### src/rtl/axi_lite_arb_pkg.sv
// Shared definitions for the AXI4-Lite request arbiter.
// Holds the sequencer state encoding and the default widths used by the
// interface and the top level.
package axi_lite_arb_pkg;

    localparam int unsigned DefNumReq = 4;
    localparam int unsigned DefAddrW  = 32;
    localparam int unsigned DefDataW  = 32;

    // Command sequencer: grant in idle, pulse start, wait for done, respond.
    typedef enum logic [1:0] {
        StIdle  = 2'd0,
        StIssue = 2'd1,
        StWait  = 2'd2,
        StResp  = 2'd3
    } arb_state_e;

endpackage

### src/rtl/axi_lite_req_arbiter_if.sv
// Bus bundle between the requesters, the arbiter and the AXI4-Lite master.
// Signals:
//   req_valid/req_ready/req_write/req_addr/req_wdata - per-requester command
//   rsp_valid/rsp_rdata                               - completion back to requesters
//   m_start/m_write_en/m_addr/m_wdata/m_rdata/m_done  - shared master command port
// Modports:
//   slave  - the arbiter (accepts commands, drives the master port)
//   master - the environment (requesters plus the AXI4-Lite master)
interface axi_lite_req_arbiter_if
    import axi_lite_arb_pkg::*;
#(
    parameter int unsigned NUM_REQ = DefNumReq,
    parameter int unsigned ADDR_W  = DefAddrW,
    parameter int unsigned DATA_W  = DefDataW
) ();

    logic [NUM_REQ-1:0]        req_valid;
    logic [NUM_REQ-1:0]        req_ready;
    logic [NUM_REQ-1:0]        req_write;
    logic [NUM_REQ*ADDR_W-1:0] req_addr;
    logic [NUM_REQ*DATA_W-1:0] req_wdata;
    logic [NUM_REQ-1:0]        rsp_valid;
    logic [DATA_W-1:0]         rsp_rdata;

    logic                      m_start;
    logic                      m_write_en;
    logic [ADDR_W-1:0]         m_addr;
    logic [DATA_W-1:0]         m_wdata;
    logic [DATA_W-1:0]         m_rdata;
    logic                      m_done;

    modport slave (
        input  req_valid, req_write, req_addr, req_wdata, m_rdata, m_done,
        output req_ready, rsp_valid, rsp_rdata, m_start, m_write_en, m_addr, m_wdata
    );

    modport master (
        output req_valid, req_write, req_addr, req_wdata, m_rdata, m_done,
        input  req_ready, rsp_valid, rsp_rdata, m_start, m_write_en, m_addr, m_wdata
    );

endinterface

### src/rtl/rr_arbiter.sv
// Combinational round-robin arbiter.
// Picks the first set bit of req_i searching upward from ptr_i+1, wrapping
// modulo N; ptr_i itself has lowest priority. Passing the last winner as
// ptr_i gives strict round-robin.
// Ports:
//   req_i     - request vector
//   ptr_i     - index of the previous winner
//   gnt_o     - one-hot grant (zero when no request)
//   gnt_idx_o - binary index of the grant (zero when no request)
//   any_o     - at least one request present
module rr_arbiter #(
    parameter int unsigned N = 4,
    localparam int unsigned IdxW = (N > 1) ? $clog2(N) : 1
) (
    input  logic [N-1:0]    req_i,
    input  logic [IdxW-1:0] ptr_i,
    output logic [N-1:0]    gnt_o,
    output logic [IdxW-1:0] gnt_idx_o,
    output logic            any_o
);

    logic            found;
    logic [IdxW-1:0] cand;

    always_comb begin
        gnt_o     = '0;
        gnt_idx_o = '0;
        found     = 1'b0;
        cand      = '0;
        for (int unsigned k = 1; k <= N; k++) begin
            cand = IdxW'((32'(ptr_i) + k) % N);
            if (!found && req_i[cand]) begin
                found       = 1'b1;
                gnt_o[cand] = 1'b1;
                gnt_idx_o   = cand;
            end
        end
        any_o = |req_i;
    end

endmodule

### src/rtl/axi_lite_req_arbiter.sv
// Round-robin arbiter and sequencer sharing one AXI4-Lite master command
// port between NUM_REQ requesters. One command is in flight at a time; it is
// held on the master port from start until done, read data is captured on
// done and returned with a one-cycle pulse to the owning requester.
// Ports:
//   clk       - clock
//   rst       - asynchronous reset, active low
//   bus       - requester handshakes, responses and master command port
//   busy      - sequencer not idle
//   grant_idx - current or most recent owner
//   proto_err - sticky: master reported done outside the wait state
module axi_lite_req_arbiter
    import axi_lite_arb_pkg::*;
#(
    parameter int unsigned NUM_REQ = DefNumReq,
    parameter int unsigned ADDR_W  = DefAddrW,
    parameter int unsigned DATA_W  = DefDataW,
    localparam int unsigned REQ_IDX_W = $clog2(NUM_REQ)
) (
    input  logic                 clk,
    input  logic                 rst,
    axi_lite_req_arbiter_if.slave bus,
    output logic                 busy,
    output logic [REQ_IDX_W-1:0] grant_idx,
    output logic                 proto_err
);

    arb_state_e           state_q, state_d;
    logic [REQ_IDX_W-1:0] rr_ptr_q, rr_ptr_d;
    logic [REQ_IDX_W-1:0] grant_idx_q, grant_idx_d;
    logic                 cmd_write_q, cmd_write_d;
    logic [ADDR_W-1:0]    cmd_addr_q, cmd_addr_d;
    logic [DATA_W-1:0]    cmd_wdata_q, cmd_wdata_d;
    logic [DATA_W-1:0]    rsp_data_q, rsp_data_d;
    logic                 proto_err_q, proto_err_d;

    logic [NUM_REQ-1:0]   arb_gnt;
    logic [REQ_IDX_W-1:0] arb_gnt_idx;
    logic                 arb_any;

    logic                 sel_write;
    logic [ADDR_W-1:0]    sel_addr;
    logic [DATA_W-1:0]    sel_wdata;

    rr_arbiter #(
        .N (NUM_REQ)
    ) u_rr_arbiter (
        .req_i     (bus.req_valid),
        .ptr_i     (rr_ptr_q),
        .gnt_o     (arb_gnt),
        .gnt_idx_o (arb_gnt_idx),
        .any_o     (arb_any)
    );

    // One-hot grant steers the winner's payload into the command registers.
    always_comb begin
        sel_write = 1'b0;
        sel_addr  = '0;
        sel_wdata = '0;
        for (int unsigned i = 0; i < NUM_REQ; i++) begin
            if (arb_gnt[i]) begin
                sel_write = bus.req_write[i];
                sel_addr  = bus.req_addr[i*ADDR_W +: ADDR_W];
                sel_wdata = bus.req_wdata[i*DATA_W +: DATA_W];
            end
        end
    end

    always_comb begin
        state_d     = state_q;
        rr_ptr_d    = rr_ptr_q;
        grant_idx_d = grant_idx_q;
        cmd_write_d = cmd_write_q;
        cmd_addr_d  = cmd_addr_q;
        cmd_wdata_d = cmd_wdata_q;
        rsp_data_d  = rsp_data_q;
        // A done outside WAIT does not belong to any command we issued.
        proto_err_d = proto_err_q | (bus.m_done && (state_q != StWait));

        unique case (state_q)
            StIdle: begin
                if (arb_any) begin
                    cmd_write_d = sel_write;
                    cmd_addr_d  = sel_addr;
                    cmd_wdata_d = sel_wdata;
                    grant_idx_d = arb_gnt_idx;
                    rr_ptr_d    = arb_gnt_idx;
                    state_d     = StIssue;
                end
            end
            StIssue: begin
                state_d = StWait;
            end
            StWait: begin
                // Master drives read data only in the done cycle; capture it now.
                if (bus.m_done) begin
                    rsp_data_d = bus.m_rdata;
                    state_d    = StResp;
                end
            end
            StResp: begin
                state_d = StIdle;
            end
            default: begin
                state_d = StIdle;
            end
        endcase
    end

    always_ff @(posedge clk or negedge rst) begin
        if (!rst) begin
            state_q     <= StIdle;
            rr_ptr_q    <= REQ_IDX_W'(NUM_REQ - 1);
            grant_idx_q <= '0;
            cmd_write_q <= 1'b0;
            cmd_addr_q  <= '0;
            cmd_wdata_q <= '0;
            rsp_data_q  <= '0;
            proto_err_q <= 1'b0;
        end else begin
            state_q     <= state_d;
            rr_ptr_q    <= rr_ptr_d;
            grant_idx_q <= grant_idx_d;
            cmd_write_q <= cmd_write_d;
            cmd_addr_q  <= cmd_addr_d;
            cmd_wdata_q <= cmd_wdata_d;
            rsp_data_q  <= rsp_data_d;
            proto_err_q <= proto_err_d;
        end
    end

    assign busy      = (state_q != StIdle);
    assign grant_idx = grant_idx_q;
    assign proto_err = proto_err_q;

    // Ready is gated by reset so every output is zero while reset is held.
    assign bus.req_ready = (rst && (state_q == StIdle)) ? arb_gnt : '0;

    // Command stays on the master port from ISSUE through RESP.
    assign bus.m_start    = (state_q == StIssue);
    assign bus.m_write_en = busy & cmd_write_q;
    assign bus.m_addr     = busy ? cmd_addr_q : '0;
    assign bus.m_wdata    = busy ? cmd_wdata_q : '0;

    assign bus.rsp_valid = (state_q == StResp) ? (NUM_REQ'(1) << grant_idx_q) : '0;
    assign bus.rsp_rdata = (state_q == StResp) ? rsp_data_q : '0;

endmodule

### src/flat_wrapper.sv
// flat-port wrapper written by rule: the top's interface ports become plain ports
module axi_lite_req_arbiter_flat import axi_lite_arb_pkg::*;
#(
    parameter int unsigned NUM_REQ = DefNumReq,
    parameter int unsigned ADDR_W  = DefAddrW,
    parameter int unsigned DATA_W  = DefDataW,
    localparam int unsigned REQ_IDX_W = $clog2(NUM_REQ)
)
  (clk, rst, busy, grant_idx, proto_err, bus_req_valid, bus_req_write, bus_req_addr, bus_req_wdata, bus_m_rdata, bus_m_done, bus_req_ready, bus_rsp_valid, bus_rsp_rdata, bus_m_start, bus_m_write_en, bus_m_addr, bus_m_wdata);
  axi_lite_req_arbiter_if #(.NUM_REQ(NUM_REQ), .ADDR_W(ADDR_W), .DATA_W(DATA_W)) bus_i ();
  input  logic clk;
  input  logic rst;
  output logic busy;
  output logic [REQ_IDX_W-1:0] grant_idx;
  output logic proto_err;
  input wire logic [$bits(bus_i.req_valid)-1:0] bus_req_valid;
  input wire logic [$bits(bus_i.req_write)-1:0] bus_req_write;
  input wire logic [$bits(bus_i.req_addr)-1:0] bus_req_addr;
  input wire logic [$bits(bus_i.req_wdata)-1:0] bus_req_wdata;
  input wire logic [$bits(bus_i.m_rdata)-1:0] bus_m_rdata;
  input wire logic [$bits(bus_i.m_done)-1:0] bus_m_done;
  output wire logic [$bits(bus_i.req_ready)-1:0] bus_req_ready;
  output wire logic [$bits(bus_i.rsp_valid)-1:0] bus_rsp_valid;
  output wire logic [$bits(bus_i.rsp_rdata)-1:0] bus_rsp_rdata;
  output wire logic [$bits(bus_i.m_start)-1:0] bus_m_start;
  output wire logic [$bits(bus_i.m_write_en)-1:0] bus_m_write_en;
  output wire logic [$bits(bus_i.m_addr)-1:0] bus_m_addr;
  output wire logic [$bits(bus_i.m_wdata)-1:0] bus_m_wdata;
  assign bus_i.req_valid = bus_req_valid;
  assign bus_i.req_write = bus_req_write;
  assign bus_i.req_addr = bus_req_addr;
  assign bus_i.req_wdata = bus_req_wdata;
  assign bus_i.m_rdata = bus_m_rdata;
  assign bus_i.m_done = bus_m_done;
  assign bus_req_ready = bus_i.req_ready;
  assign bus_rsp_valid = bus_i.rsp_valid;
  assign bus_rsp_rdata = bus_i.rsp_rdata;
  assign bus_m_start = bus_i.m_start;
  assign bus_m_write_en = bus_i.m_write_en;
  assign bus_m_addr = bus_i.m_addr;
  assign bus_m_wdata = bus_i.m_wdata;
  axi_lite_req_arbiter #(.NUM_REQ(NUM_REQ), .ADDR_W(ADDR_W), .DATA_W(DATA_W)) u_core (.clk(clk), .rst(rst), .bus(bus_i), .busy(busy), .grant_idx(grant_idx), .proto_err(proto_err));
endmodule
### config.mk
export PLATFORM = sky130hd
export DESIGN_NAME = axi_lite_req_arbiter_flat
export DESIGN_NICKNAME = d
export VERILOG_FILES = /design/src/rtl/axi_lite_arb_pkg.sv /design/src/rtl/axi_lite_req_arbiter_if.sv /design/src/rtl/rr_arbiter.sv /design/src/rtl/axi_lite_req_arbiter.sv /design/src/flat_wrapper.sv
export SDC_FILE = /design/constraint.sdc
export NUM_CORES = 1
export LEC_CHECK = 0
export BUFFER_PORTS_ARGS = -buffer_cell sky130_fd_sc_hd__buf_4
export CAP_MARGIN = 20
export CORE_AREA = 2 2 161 163
export DETAILED_ROUTE_END_ITERATION = 12
export DIE_AREA = 0 0 163 165
export PLACE_DENSITY = 0.64
export SYNTH_ARGS = -nofsm -noshare
export SYNTH_HDL_FRONTEND = slang
export SYNTH_HIERARCHICAL = 1
export SYNTH_SLANG_ARGS = --single-unit
### constraint.sdc
create_clock -name clk -period 3.85 [get_ports clk]
set_input_delay 0 -clock clk [delete_from_list [all_inputs] [get_ports clk]]
set_output_delay 0 -clock clk [all_outputs]
set_load 0.02 [all_outputs]
**Yosys cells after proc, flatten, opt, wreduce, memory -nomap -nowiden**

Cells that the tools add are included.

- Register bits: 104
- Input bits: 299
- Output and inout port bits: 110
- Logic and storage cells: 97

- Add/sub/neg operators: 4
- Magnitude comparators: 8
- Equal/unequal tests: 6
- Shift operators: 1
- Multiplexer cells: 47
- Bitwise gates (word level): 5
- Reduce and logical (&&, ||, !) cells: 18

Operators by type and width:

| kind | count |
|---|---|
| 2-to-1 mux 32 bit | 11 |
| 2-to-1 mux 4 bit | 6 |
| 2-to-1 mux 1 bit | 15 |
| < comparator 2 x 3 -> 1 bit (second input constant) | 4 |
| 2-to-1 mux 2 bit | 6 |
| OR 4 bit | 3 |
| logical AND 1 bit | 9 |
| binary-select mux 1 bit (select 2 bit) | 4 |
| demux 1 bit (select 2 bit) | 4 |
| greater-or-equal comparator 2 x 1 -> 1 bit (second input constant) | 4 |
| case mux 2 bit (4 select lines) | 1 |
| AND reduction 2 bit | 3 |
| adder 2 x 1 -> 2 bit (second input constant) | 2 |
| adder 2 bit (second input constant) | 2 |
| == test 2 bit (second input constant) | 2 |
| inequality test 2 bit (second input constant) | 2 |
| OR reduction 4 bit | 1 |
| << shifter 1 x 2 -> 4 bit (first input constant) | 1 |
| zero test 1 bit | 3 |
| == test 2 x 1 -> 1 bit (second input constant) | 1 |
| zero test 2 bit | 1 |
| inequality test 2 x 1 -> 1 bit (second input constant) | 1 |
| nonzero test 2 bit | 1 |
| AND 1 bit | 1 |
| OR 1 bit | 1 |

**Logic depth before layout (Yosys ltp)**

Gate-level depths: netlist of the first run.

- Word-level depth: 17
- Mapped depth: 14
- Depth with buffers taken out: 9

**Cells and area by module**

Netlist of the first run, hierarchy kept.

By module, submodules not included:

| module | times used | cells an instance | area each (um^2) | sequential area each (um^2) |
|---|---|---|---|---|
| axi_lite_req_arbiter | 1 | 663 | 6515.0 | 2605.0 |
| rr_arbiter | 1 | 70 | 540.5 | 0.0 |

**Worst setup path after synthesis of the first run**

No wires, ideal clock.

- Kind: flip-flop to flip-flop
- Start: register u_core.rr_ptr_q[0]
- End: register u_core.cmd_wdata_q[14]
- Library setup time: 0.087 ns
- Arrival: 3.121 ns
- Required time: 3.763 ns
- Path slack: 0.642 ns
- Cell stages (with the launch flop): 15
- Buffers on the path: 5
- Clock period less this slack: 3.208 ns
- Path through: dfstp_2 > buf_6 > inv_1 > ha_1 > clkbuf_1 > mux4_2 > nand2_1 > o21ai_1 > a221o_1 > buf_6 > nor3b_2 > buf_4 > buf_2 > a21oi_1 > a211oi_2

- Elaborated cells on any way between the ends: 52
- Classes of those cells: 4 x add/sub; 8 x order compare; 27 x mux; 3 x bitwise; 10 x reduce/logical

RTL lines:

| what | line | RTL |
|---|---|---|
| start, declared | axi_lite_req_arbiter.sv:29 | `logic [REQ_IDX_W-1:0] rr_ptr_q, rr_ptr_d;` |
| start signal, assigned | axi_lite_req_arbiter.sv:113 | `rr_ptr_q <= REQ_IDX_W'(NUM_REQ - 1);` |
| start signal, assigned | axi_lite_req_arbiter.sv:122 | `rr_ptr_q <= rr_ptr_d;` |
| parallel branches: the longest is 12 deep, another holds < comparator 2 x 3 -> 1 bit | - |  |
| 2-to-1 mux 4 bit * | rr_arbiter.sv:32 | `if (!found && req_i[cand]) begin` |
| net u_core.arb_gnt[2] | axi_lite_req_arbiter.sv:37 | `logic [NUM_REQ-1:0] arb_gnt;` |
| 2-to-1 mux 32 bit * (2 in series) | axi_lite_req_arbiter.sv:61 | `if (arb_gnt[i]) begin` |
| end signal, assigned | axi_lite_req_arbiter.sv:126 | `cmd_wdata_q <= cmd_wdata_d;` |
| end, declared | axi_lite_req_arbiter.sv:33 | `logic [DATA_W-1:0] cmd_wdata_q, cmd_wdata_d;` |

Mark *: on every way through the listed nets, which the timed path passes. The select of a mux whose other input is x is not followed.
A chain may end at the register's enable or synchronous reset.

**Final worst setup path of the first run**

- Start: register u_core.rr_ptr_q[0]
- End: register u_core.cmd_wdata_q[29]

- Elaborated cells on any way between the ends: 52
- Classes of those cells: 4 x add/sub; 8 x order compare; 27 x mux; 3 x bitwise; 10 x reduce/logical

RTL lines:

| what | line |
|---|---|
| parallel branches: the longest is 12 deep, another holds < comparator 2 x 3 -> 1 bit | - |
| 2-to-1 mux 4 bit * | rr_arbiter.sv:32 |
| net u_core.arb_gnt[3] | axi_lite_req_arbiter.sv:37 |
| 2-to-1 mux 32 bit * | axi_lite_req_arbiter.sv:61 |

Marked as above.

==> results.md, run 1 <==
* Layout Skew at around 0.015 ns
* CP Launch Type: flip-flop
* Post-Place Cells at about 1400
* FP Rows at 58
* Final setup viols at 0
* Hold WS at approximately 0.014 ns
* Register area share after synthesis at 36.92%
* Post-synth ARST share at 100.0%
* WS Path Type: flip-flop to flip-flop
* Worst endpoint required time at approximately 4.1 ns
* Number of I/O pins at between 400 and 500
* H-tree levels at 3
* Slew HR at 31.67%
* Period minus WS final at 3.676 ns
* Num CTS Buffers at 9
* Setup TNS Final at 0 ns
* Hold Path Class: input port to flip-flop
* Wire length of the first global-routing pass at approximately 43000 µm
* Fin cells at 1592
* Post-DP Area at ~10000 µm²
* Root Driver: clkbuf_16
* Clock Tree Buf Depth at 2
* Worst slack, placed at 0.6108 ns
* Most instantiated cells after synthesis: dfrtp_1 (102), nor2b_1 (70), a21oi_1 (69)
* Tcrit/Tclk final at 95.48%
* Number of synthesized register bits at 104
* Largest net degree at the start of global routing at 66
* All-layer global routing usage at between 20% and 30%
* GRT overflow at 0
* Status: finished clean
* DR iter-0 viols at 576
* Clock Latency Late Sink at around 0.36 ns
* Crit end category: flip-flop
* Most numerous cell in the Yosys netlist: dfrtp_1
* Initial antenna violation count at 0
* Initial core utilization at ~28%
* Post-synth top flop: dfrtp_1
* Final worst slack at around 0.17 ns
* Slew Viols, Final at 0
* Clk sinks at ~100
* Register area at around 2600 µm²
* Fin area at between 10000 and 15000 µm²
* Number of global-route vias before repair at 8039
* Chip Height at 165 µm
* RR Endpoint: u_core/cmd_wdata_q[29]
* DR vias/cell at about 5
* Core area at roughly 25000 µm²
* Area occupied by multi-input gates at 4070 µm²
* Final Hold Vio Count at 0
* Pwr Density at 901.8 nW/µm²
* Synth-to-Final Area Change at 73.04%
* Critical-path maximum fanout at 65
* Die Footprint at 26900 µm²
* Post-route ant nets at 0
* DR WL/cell at between 15 and 20 µm
* IO Port Bufs at ~410
* Share of cells above drive strength 1 at between 40% and 50%
* Leakage at approximately 5.4 nW
* Synth warnings at 6
* Worst Reg-to-Reg Cells at 9
* Syn_area_per_cell at 9.626 µm²
* Total nets after synthesis at 1045
* Largest cells by area after synthesis: dfrtp_1 (36%), a211oi_2 (11%), nor3b_1 (7.0%), a22oi_1 (6.8%), nor2b_1 (6.2%)
* Netlist Area Pre-Place at about 7100 µm²
* R2R Setup Slk at 0.17 ns
* EDFF count, synth at 0
* Reg-to-Reg Start: u_core/rr_ptr_q[0]
* Worst VDD drop at between 0.5 and 0.6 mV
* Clock-pin slew on the worst setup and hold paths at about 0.080 ns
* Max-cap check violation count at 0
* Dominant cell type by area after synthesis: dfrtp_1
* Layout net count at between 1500 and 2000
* DRC viols at 0
* Share of the synthesized area in the top cell type at a little over a third
* CP arrival at between 3 and 4 ns
* Fill cells at between 2000 and 2500
* Critical Path Source: u_core/rr_ptr_q[0]
* Tightest Pin Transition at 1.025 ns
* Worst setup path end: u_core/cmd_wdata_q[29]
* RSZ-0062 raised after global routing: no
* TritonCTS clock tree: yes
* Synth unique cells at 44
* Synth Instances at between 700 and 800
* Via Count at approximately 8000
* Post-Route WL at approximately 29000 µm
* Fmax at 272.0 MHz
* Antenna cells at 0
* GPL Wtd Cong at between 0.8 and 0.9
* Die X at between 150 and 200 µm
* Initial DRT Pass Iterations at 5
* DP HPWL at around 21000 µm
## through the flow
step,power (mW),utilization [%]
CTS,10.91,48.59
finish,11.01,48.77
global placement,8.932,41.31
floorplan,6.720,-
global route,11.73,48.77
detailed placement,9.048,41.31
## cell usage in the layout (no fill, tap or decap), types with 2 or more instances in the layout
cell and count:
buf_4 427, dlygate4sd3_1 152, dfrtp_1 102, nor2b_1 69
a21oi_1 69, nor2_1 68, nor3b_1 66, a22oi_1 64
a211oi_2 60, mux2_2 34, and2_1 32, nand2_1 24
ha_1 11, clkbuf_16 10, inv_1 8, and3_1 6
o21ai_0 5, o21ai_1 4, clkinv_4 3, nand3b_1 3
a221o_1 3, a211oi_1 3, inv_8 2, buf_12 2
nand4b_1 2, dfstp_2 2, mux4_2 2, a221o_2 2
o211ai_1 2
## worst min path at each step
stage | cells past startpoint | slack, ns | from | endpoint
3_5_place_dp | 1 | 0.007 | rst | u_core/cmd_wdata_q[16]
4_1_cts | 3 | 0.002 | bus_req_addr[12] | u_core/cmd_addr_q[12]
2_1_floorplan | 0 | -0.30 | rst | u_core/cmd_addr_q[0]
5_1_grt | 3 | 0.02 | bus_req_addr[27] | u_core/cmd_addr_q[27]
6_report | 3 | 0.01 | bus_req_wdata[26] | u_core/cmd_wdata_q[26]
3_3_place_gp | 1 | 0.007 | rst | u_core/cmd_wdata_q[18]
## logic make-up after synthesis
| kind of cell | Yosys count | synth area share [%] |
|---|---|---|
| mux | 37 | 6.207 |
| flops | 104 | 36.92 |
| compound gates | 221 | 25.55 |
| buf+inv | 77 | 5.888 |
| fa+ha+maj | 13 | 2.305 |
| simple gates | 281 | 23.12 |
## state kept, by name, indices dropped and copies added (netlist names)
name and flops:
u_core/cmd_wdata_q 32, u_core/cmd_write_q 1, u_core/cmd_addr_q 32, u_core/state_q 2, u_core/rsp_data_q 32, u_core/grant_idx 2
u_core/proto_err 1, u_core/rr_ptr_q 2
## report_power, final
group | internal (mW) | switching [mW]
clock network | 0.461 | 0.492
logic | 3.78 | 4.30
registers | 1.69 | 0.288
## critical path, cell delays in order, from the launching register on
cell,delay (ns)
dfstp_2,0.53
buf_4,0.22
mux4_2,0.61
a211oi_4,0.30
a221o_2,0.22
nand3b_1,0.10
buf_4,0.57
a21oi_1,0.14
a211oi_2,0.21
dlygate4sd3_1,0.58
## layer usage
layer	part of all wire, %	global-route usage [%]
met5	0	0
met4	3.2	7.965
met3	7.2	4.219
met2	50	36.33
met1	39	24.35
## final cells by class
cell class / count / share of cell area (%)
tap: 330 / 3.382
clock buffer: 9 / 1.845
multi-input combinational: 552 / 33.34
sequential: 104 / 21.34
inverter: 8 / 0.2460
clock inverter: 7 / 0.6046
timing repair buffer: 582 / 39.25
## timing repair
| action | in CTS | in global routing |
|---|---|---|
| resized for setup | 0 | 6 |
| buffers inserted | 0 | 1 |
| hold buffers | 152 | 0 |
| setup endpoints to repair | 0 | 53 |
| hold endpoints to repair | 124 | 0 |
Power figures use the tool's default switching activity.
==> inputs of run 2 (changes only) <==
- CORE_AREA: 2 2 161 163 -> 3 3 157 159
- DIE_AREA: 0 0 163 165 -> 0 0 160 162
- PLACE_DENSITY: 0.64 -> 0.67
==> results.md, run 2 (synthesis gave the netlist of run 1 again) <==
* Setup TNS Final at 0 ns
* Fin area at between 10000 and 15000 µm²
* Post-CTS Setup Inserts at 0
* Final Hold Vio Count at 0
* Slew Viols, Final at 0
* Period minus WS final at around 3.7 ns
* Max stage delay cell, worst path: mux4_2
* Clock Latency Late Sink at 0.36 ns
* CP Buf/Inv Count at 3
* Wire length of the first global-routing pass at 46310 µm
* Chip Height at 162 µm
* CP arrival at 3.98 ns
* Final setup viols at 0
* IO Port Bufs at 408
* RSZ-0062 raised after global routing: no
* Cells along the critical path: buf_4 > mux4_2 > a211oi_4 > a221o_2 > buf_4 > a22oi_1 > a211oi_2 > dlygate4sd3_1
* Fmax at between 200 and 300 MHz
* Largest regs: u_core/cmd_addr_q (32), u_core/cmd_wdata_q (32), u_core/rsp_data_q (32)
* R2R Setup Slk at about 0.16 ns
* Number of I/O pins at a little over 400
* Most used cell, CP: buf_4
* Worst endpoint required time at a little over 4 ns
* GPL Wtd Cong at 0.8135
* Leakage at between 5 and 6 nW
* CP Launch Type: flip-flop
* Critical-path maximum fanout at 47
* WS Path Type: flip-flop to flip-flop
* Root Driver: clkbuf_16
* Initial antenna violation count at 0
* Status: finished clean
* Clock Tree Buf Depth at 2
* Worst VDD drop at approximately 0.5 mV
* DP HPWL at 20670 µm
* Post-route ant nets at 0
* DR iter-0 viols at slightly above 600
* Stages on the worst setup path at 8
* Reg-to-Reg Start: u_core/rr_ptr_q[0]
* Die X at around 160 µm
* DR vias/cell at roughly 5.0
* Initial core utilization at a little under a third
* Layout Skew at 0.01476 ns
* Num CTS Buffers at 9
* Clock-pin slew on the worst setup and hold paths at about 0.090 ns
* DR WL/cell at ~19 µm
* Worst setup path end: u_core/cmd_wdata_q[3]
* Die Footprint at ~26000 µm²
* GRT overflow at 0
* Final worst slack at roughly 0.16 ns
* Max-cap check violation count at 0
* Post-DP Area at between 10000 and 15000 µm²
* Worst slack, placed at between 0.4 and 0.5 ns
* Synth-to-Final Area Change at 72.94%
* FP Rows at 56
* Slew HR at about a third
* Post-layout util at between 50 and 60%
* Via Count at 7931
* Clk sinks at 104
* Tightest Pin Transition at between 0.9 and 1 ns
* Share of cells above drive strength 1 at 43.80%
* Worst Reg-to-Reg Cells at 8
* Number of global-route vias before repair at roughly 8500
* Commonest non-fill, non-tap cell in the layout: buf_4
* Layout net count at between 1500 and 2000
* Critical Path Source: u_core/rr_ptr_q[0]
* Post-Route WL at 30000 µm
* Tcrit/Tclk final at between 90% and 100%
* Initial DRT Pass Iterations at 5
* Largest net degree at the start of global routing at between 50 and 60
* H-tree levels at 3
* Max incr delay on CP at around 0.61 ns
* RR Endpoint: u_core/cmd_wdata_q[3]
* All-layer global routing usage at about 22%
* Pwr Density at ~900 nW/µm²
* DRC viols at 0
* Core area at roughly 23000 µm²
* Antenna cells at 0
* Hold Path Class: input port to flip-flop
* Crit end category: flip-flop
* TritonCTS clock tree: yes
* CP top delay family: buffers and inverters
* Most frequent cells in the layout: buf_4 (420), dlygate4sd3_1 (152), dfrtp_1 (102)
-- run 2: cell count changes in the layout (fill, tap and decap cells not counted) --
cell	before	now
clkinv_4	3	2
clkinv_8	1	0
bufinv_16	0	1
buf_4	427	420
buf_6	0	1
clkbuf_16	10	9
clkinvlp_4	0	1
buf_12	2	5
-- run 2: repair_timing --
action                                  4_1_cts  5_1_grt
endpoints found under the hold margin       139        1
resized for setup                             0        3
endpoints found under the setup margin        0       49
hold buffers                                151        1
-- run 2: worst min-delay path by stage --
stage	start	end	cells after the start
after floorplan	rst	u_core/cmd_addr_q[0]	0
after global placement	rst	u_core/cmd_wdata_q[31]	1
after detailed placement	rst	u_core/cmd_addr_q[24]	1
after CTS	bus_req_wdata[18]	u_core/cmd_wdata_q[18]	3
after global routing	bus_req_wdata[18]	u_core/cmd_wdata_q[18]	3
final	bus_req_addr[9]	u_core/cmd_addr_q[9]	3
-- run 2: metrics by stage --
stage | hold WS (ns) | std cells | total power, mW
floorplan | -0.2956 | 733 | 6.720
global placement | 0.09059 | 1409 | 8.946
detailed placement | 0.09705 | 1409 | 9.080
CTS | 0.001487 | 1576 | 10.93
global route | 0.007027 | 1577 | 11.72
finish | 0.008445 | 1577 | 10.97
-- run 2: worst reg2reg max path: stages (launching register included) --
cell and delay, ns:
dfstp_2 0.53, buf_4 0.22, mux4_2 0.61, a211oi_4 0.31
a221o_2 0.30, buf_4 0.48, a22oi_1 0.34, a211oi_2 0.26
dlygate4sd3_1 0.58
-- run 2: final cells by class --
class                   count  area, µm²
clock inverters             7      86.33
inverters                   8      30.03
multi-input cells         552       4070
well taps                 319      399.1
flip-flops and latches    104       2605
fillers                  2160      11200
clock buffers               9      225.2
repair buffers            578       4786
-- run 2: report_power, final --
| part | total, mW | switching (mW) | internal (mW) | leakage [nW] |
|---|---|---|---|---|
| registers | 1.96 | 0.271 | 1.69 | 1.20 |
| clock network | 0.992 | 0.473 | 0.520 | 0.150 |
| logic | 8.02 | 4.29 | 3.73 | 4.05 |
-- run 2: metal layers --
layer  wire length [µm]  up-vias  track usage (%)
met1              11730     3837            26.02
met5                  0        -                0
met2              15460      344            40.21
met3               1807       65            4.591
met4               1008        0            8.757
li1                   -     3685                -
==> inputs of run 3 (changes only) <==
- SETUP_SLACK_MARGIN: default -> 0.3
- SKIP_LAST_GASP: default -> 1
==> results.md, run 3 (synthesis gave the netlist of run 1 again) <==
* Status: finished clean
* Cells along the critical path: inv_1 > ha_1 > mux4_2 > nand2_1 > o21ai_1 > a221o_1 > nor3b_4 > buf_12 > a21oi_1 > a211oi_2
* Worst VDD drop at a little under 0.5 mV
* Clock Tree Buf Depth at 2
* Period minus WS final at approximately 3.3 ns
* IO Port Bufs at roughly 410
* Die Footprint at around 26000 µm²
* GRT overflow at 0
* Leakage at ~5.4 nW
* Chip Height at between 150 and 200 µm
* CP Buf/Inv Count at 2
* Fill cells at around 2100
* Layout net count at 1566
* Root Driver: clkbuf_16
* Fin cells at between 1500 and 2000
* Slew HR at roughly a third
* Pwr Density at around 840 nW/µm²
* Number of global-route vias before repair at between 8000 and 9000
* Die X at 160 µm
* Number of I/O pins at around 410
* Clock Latency Late Sink at 0.36 ns
* Core area at roughly 23000 µm²
* Largest regs: u_core/cmd_addr_q (32), u_core/cmd_wdata_q (32), u_core/rsp_data_q (32)
* DR iter-0 viols at ~600
* Most frequent cells in the layout: buf_4 (420), dlygate4sd3_1 (153), dfrtp_1 (102)
* Initial DRT Pass Iterations at 7
* Post-Place Cells at roughly 1400
* Post-DP Area at 10350 µm²
* All-layer global routing usage at between 20% and 30%
* Synth-to-Final Area Change at 72.90%
* Wire length of the first global-routing pass at between 40000 and 50000 µm
* Layout Skew at 0.01525 ns
* Final setup viols at 0
* Initial core utilization at between 30% and 40%
* Hold WS at about 0.010 ns
* CP arrival at ~3.6 ns
* H-tree levels at 3
* Worst endpoint required time at 4.11 ns
* Fin area at around 12000 µm²
* TritonCTS clock tree: yes
* DR WL/cell at between 15 and 20 µm
* Commonest non-fill, non-tap cell in the layout: buf_4
* Tightest Pin Transition at between 0.9 and 1 ns
* FP Rows at 56
* Num CTS Buffers at 9
* Hold Path Class: input port to flip-flop
* Worst slack, placed at between 0.4 and 0.5 ns
* GPL Wtd Cong at approximately 0.81
* Fmax at 302.6 MHz
* Final Hold Vio Count at 0
* DP HPWL at about 21000 µm
* Antenna cells at 0
* Max incr delay on CP at around 0.53 ns
* Tcrit/Tclk final at a little under nine tenths
* Post-route ant nets at 0
* CP Launch Type: flip-flop
* Clock-pin slew on the worst setup and hold paths at around 0.090 ns
* DRC viols at 0
* Max stage delay cell, worst path: dfstp_2
* RSZ-0062 raised after global routing: no
* Share of cells above drive strength 1 at between 40% and 50%
* Crit end category: flip-flop
* Initial antenna violation count at 0
* Post-Route WL at 30190 µm
* Slew Viols, Final at 0
* Max-cap check violation count at 0
* DR vias/cell at 5.056
* CP top delay family: compound AO/OA/AOI/OAI gates
* Setup TNS Final at 0 ns
* Critical-path maximum fanout at between 50 and 60
* Via Count at about 8000
* Post-CTS Setup Inserts at 0
* WS Path Type: flip-flop to flip-flop
* Clk sinks at 104
* Final worst slack at 0.5450 ns
* Largest net degree at the start of global routing at 54
==> run 3: what timing repair did <==
item	in CTS	in global routing
setup endpoints to repair	0	1
hold buffers	152	1
resized for setup	0	1
endpoints found under the hold margin	139	1
==> run 3: area by class of cell <==
cell class | instances | area (µm²) | area share (%)
clock buffer | 9 | 225.2 | 1.846
tap | 319 | 399.1 | 3.272
timing repair buffer | 579 | 4796 | 39.31
clock inverter | 7 | 86.33 | 0.7077
sequential | 104 | 2605 | 21.35
multi-input combinational | 552 | 4058 | 33.26
inverter | 8 | 30.03 | 0.2462
==> run 3: final timing paths <==
kind	cells after the start	slack [ns]	end	start
hold reg to reg	1	0.50	u_core/rsp_data_q[23]	u_core/rsp_data_q[23]
setup / recovery	10	0.55	u_core/cmd_addr_q[24]	u_core/rr_ptr_q[1]
max in group asynchronous	3	2.64	u_core/rr_ptr_q[1]	rst
hold / removal	3	0.01	u_core/cmd_addr_q[9]	bus_req_addr[9]
min in group asynchronous	2	0.22	u_core/cmd_addr_q[24]	rst
setup reg to reg	10	0.55	u_core/cmd_addr_q[24]	u_core/rr_ptr_q[1]
==> run 3: worst register-to-register path: cells and delay by family (launching register included) <==
| kind | cells | cell delay (ns) |
|---|---|---|
| fa+ha+maj | 1 | 0.53 |
| mux | 1 | 0.46 |
| simple gates | 2 | 0.38 |
| compound gates | 4 | 0.90 |
| flops | 1 | 0.53 |
| buf+inv | 2 | 0.41 |
==> run 3: where the power goes <==
group	switching [mW]	internal, mW	leakage [nW]
Clock	0.477	0.520	0.150
Sequential	0.269	1.69	1.20
Combinational	4.18	3.09	4.06
==> run 3: per-layer routing <==
layer | part of all wire, % | up-vias | GRT usage [%]
li1 | - | 3689 | -
met1 | 39 | 3858 | 26.97
met2 | 52 | 374 | 40.23
met3 | 6.3 | 57 | 4.030
met4 | 2.7 | 0 | 7.535
met5 | 0 | - | 0
==> run 3: per-stage QoR <==
stage	util, %	total power [mW]
after global placement	44.24	8.946
final	52.13	10.23
after floorplan	-	6.720
after CTS	52.07	10.23
after global routing	52.13	10.91
after detailed placement	44.24	9.080
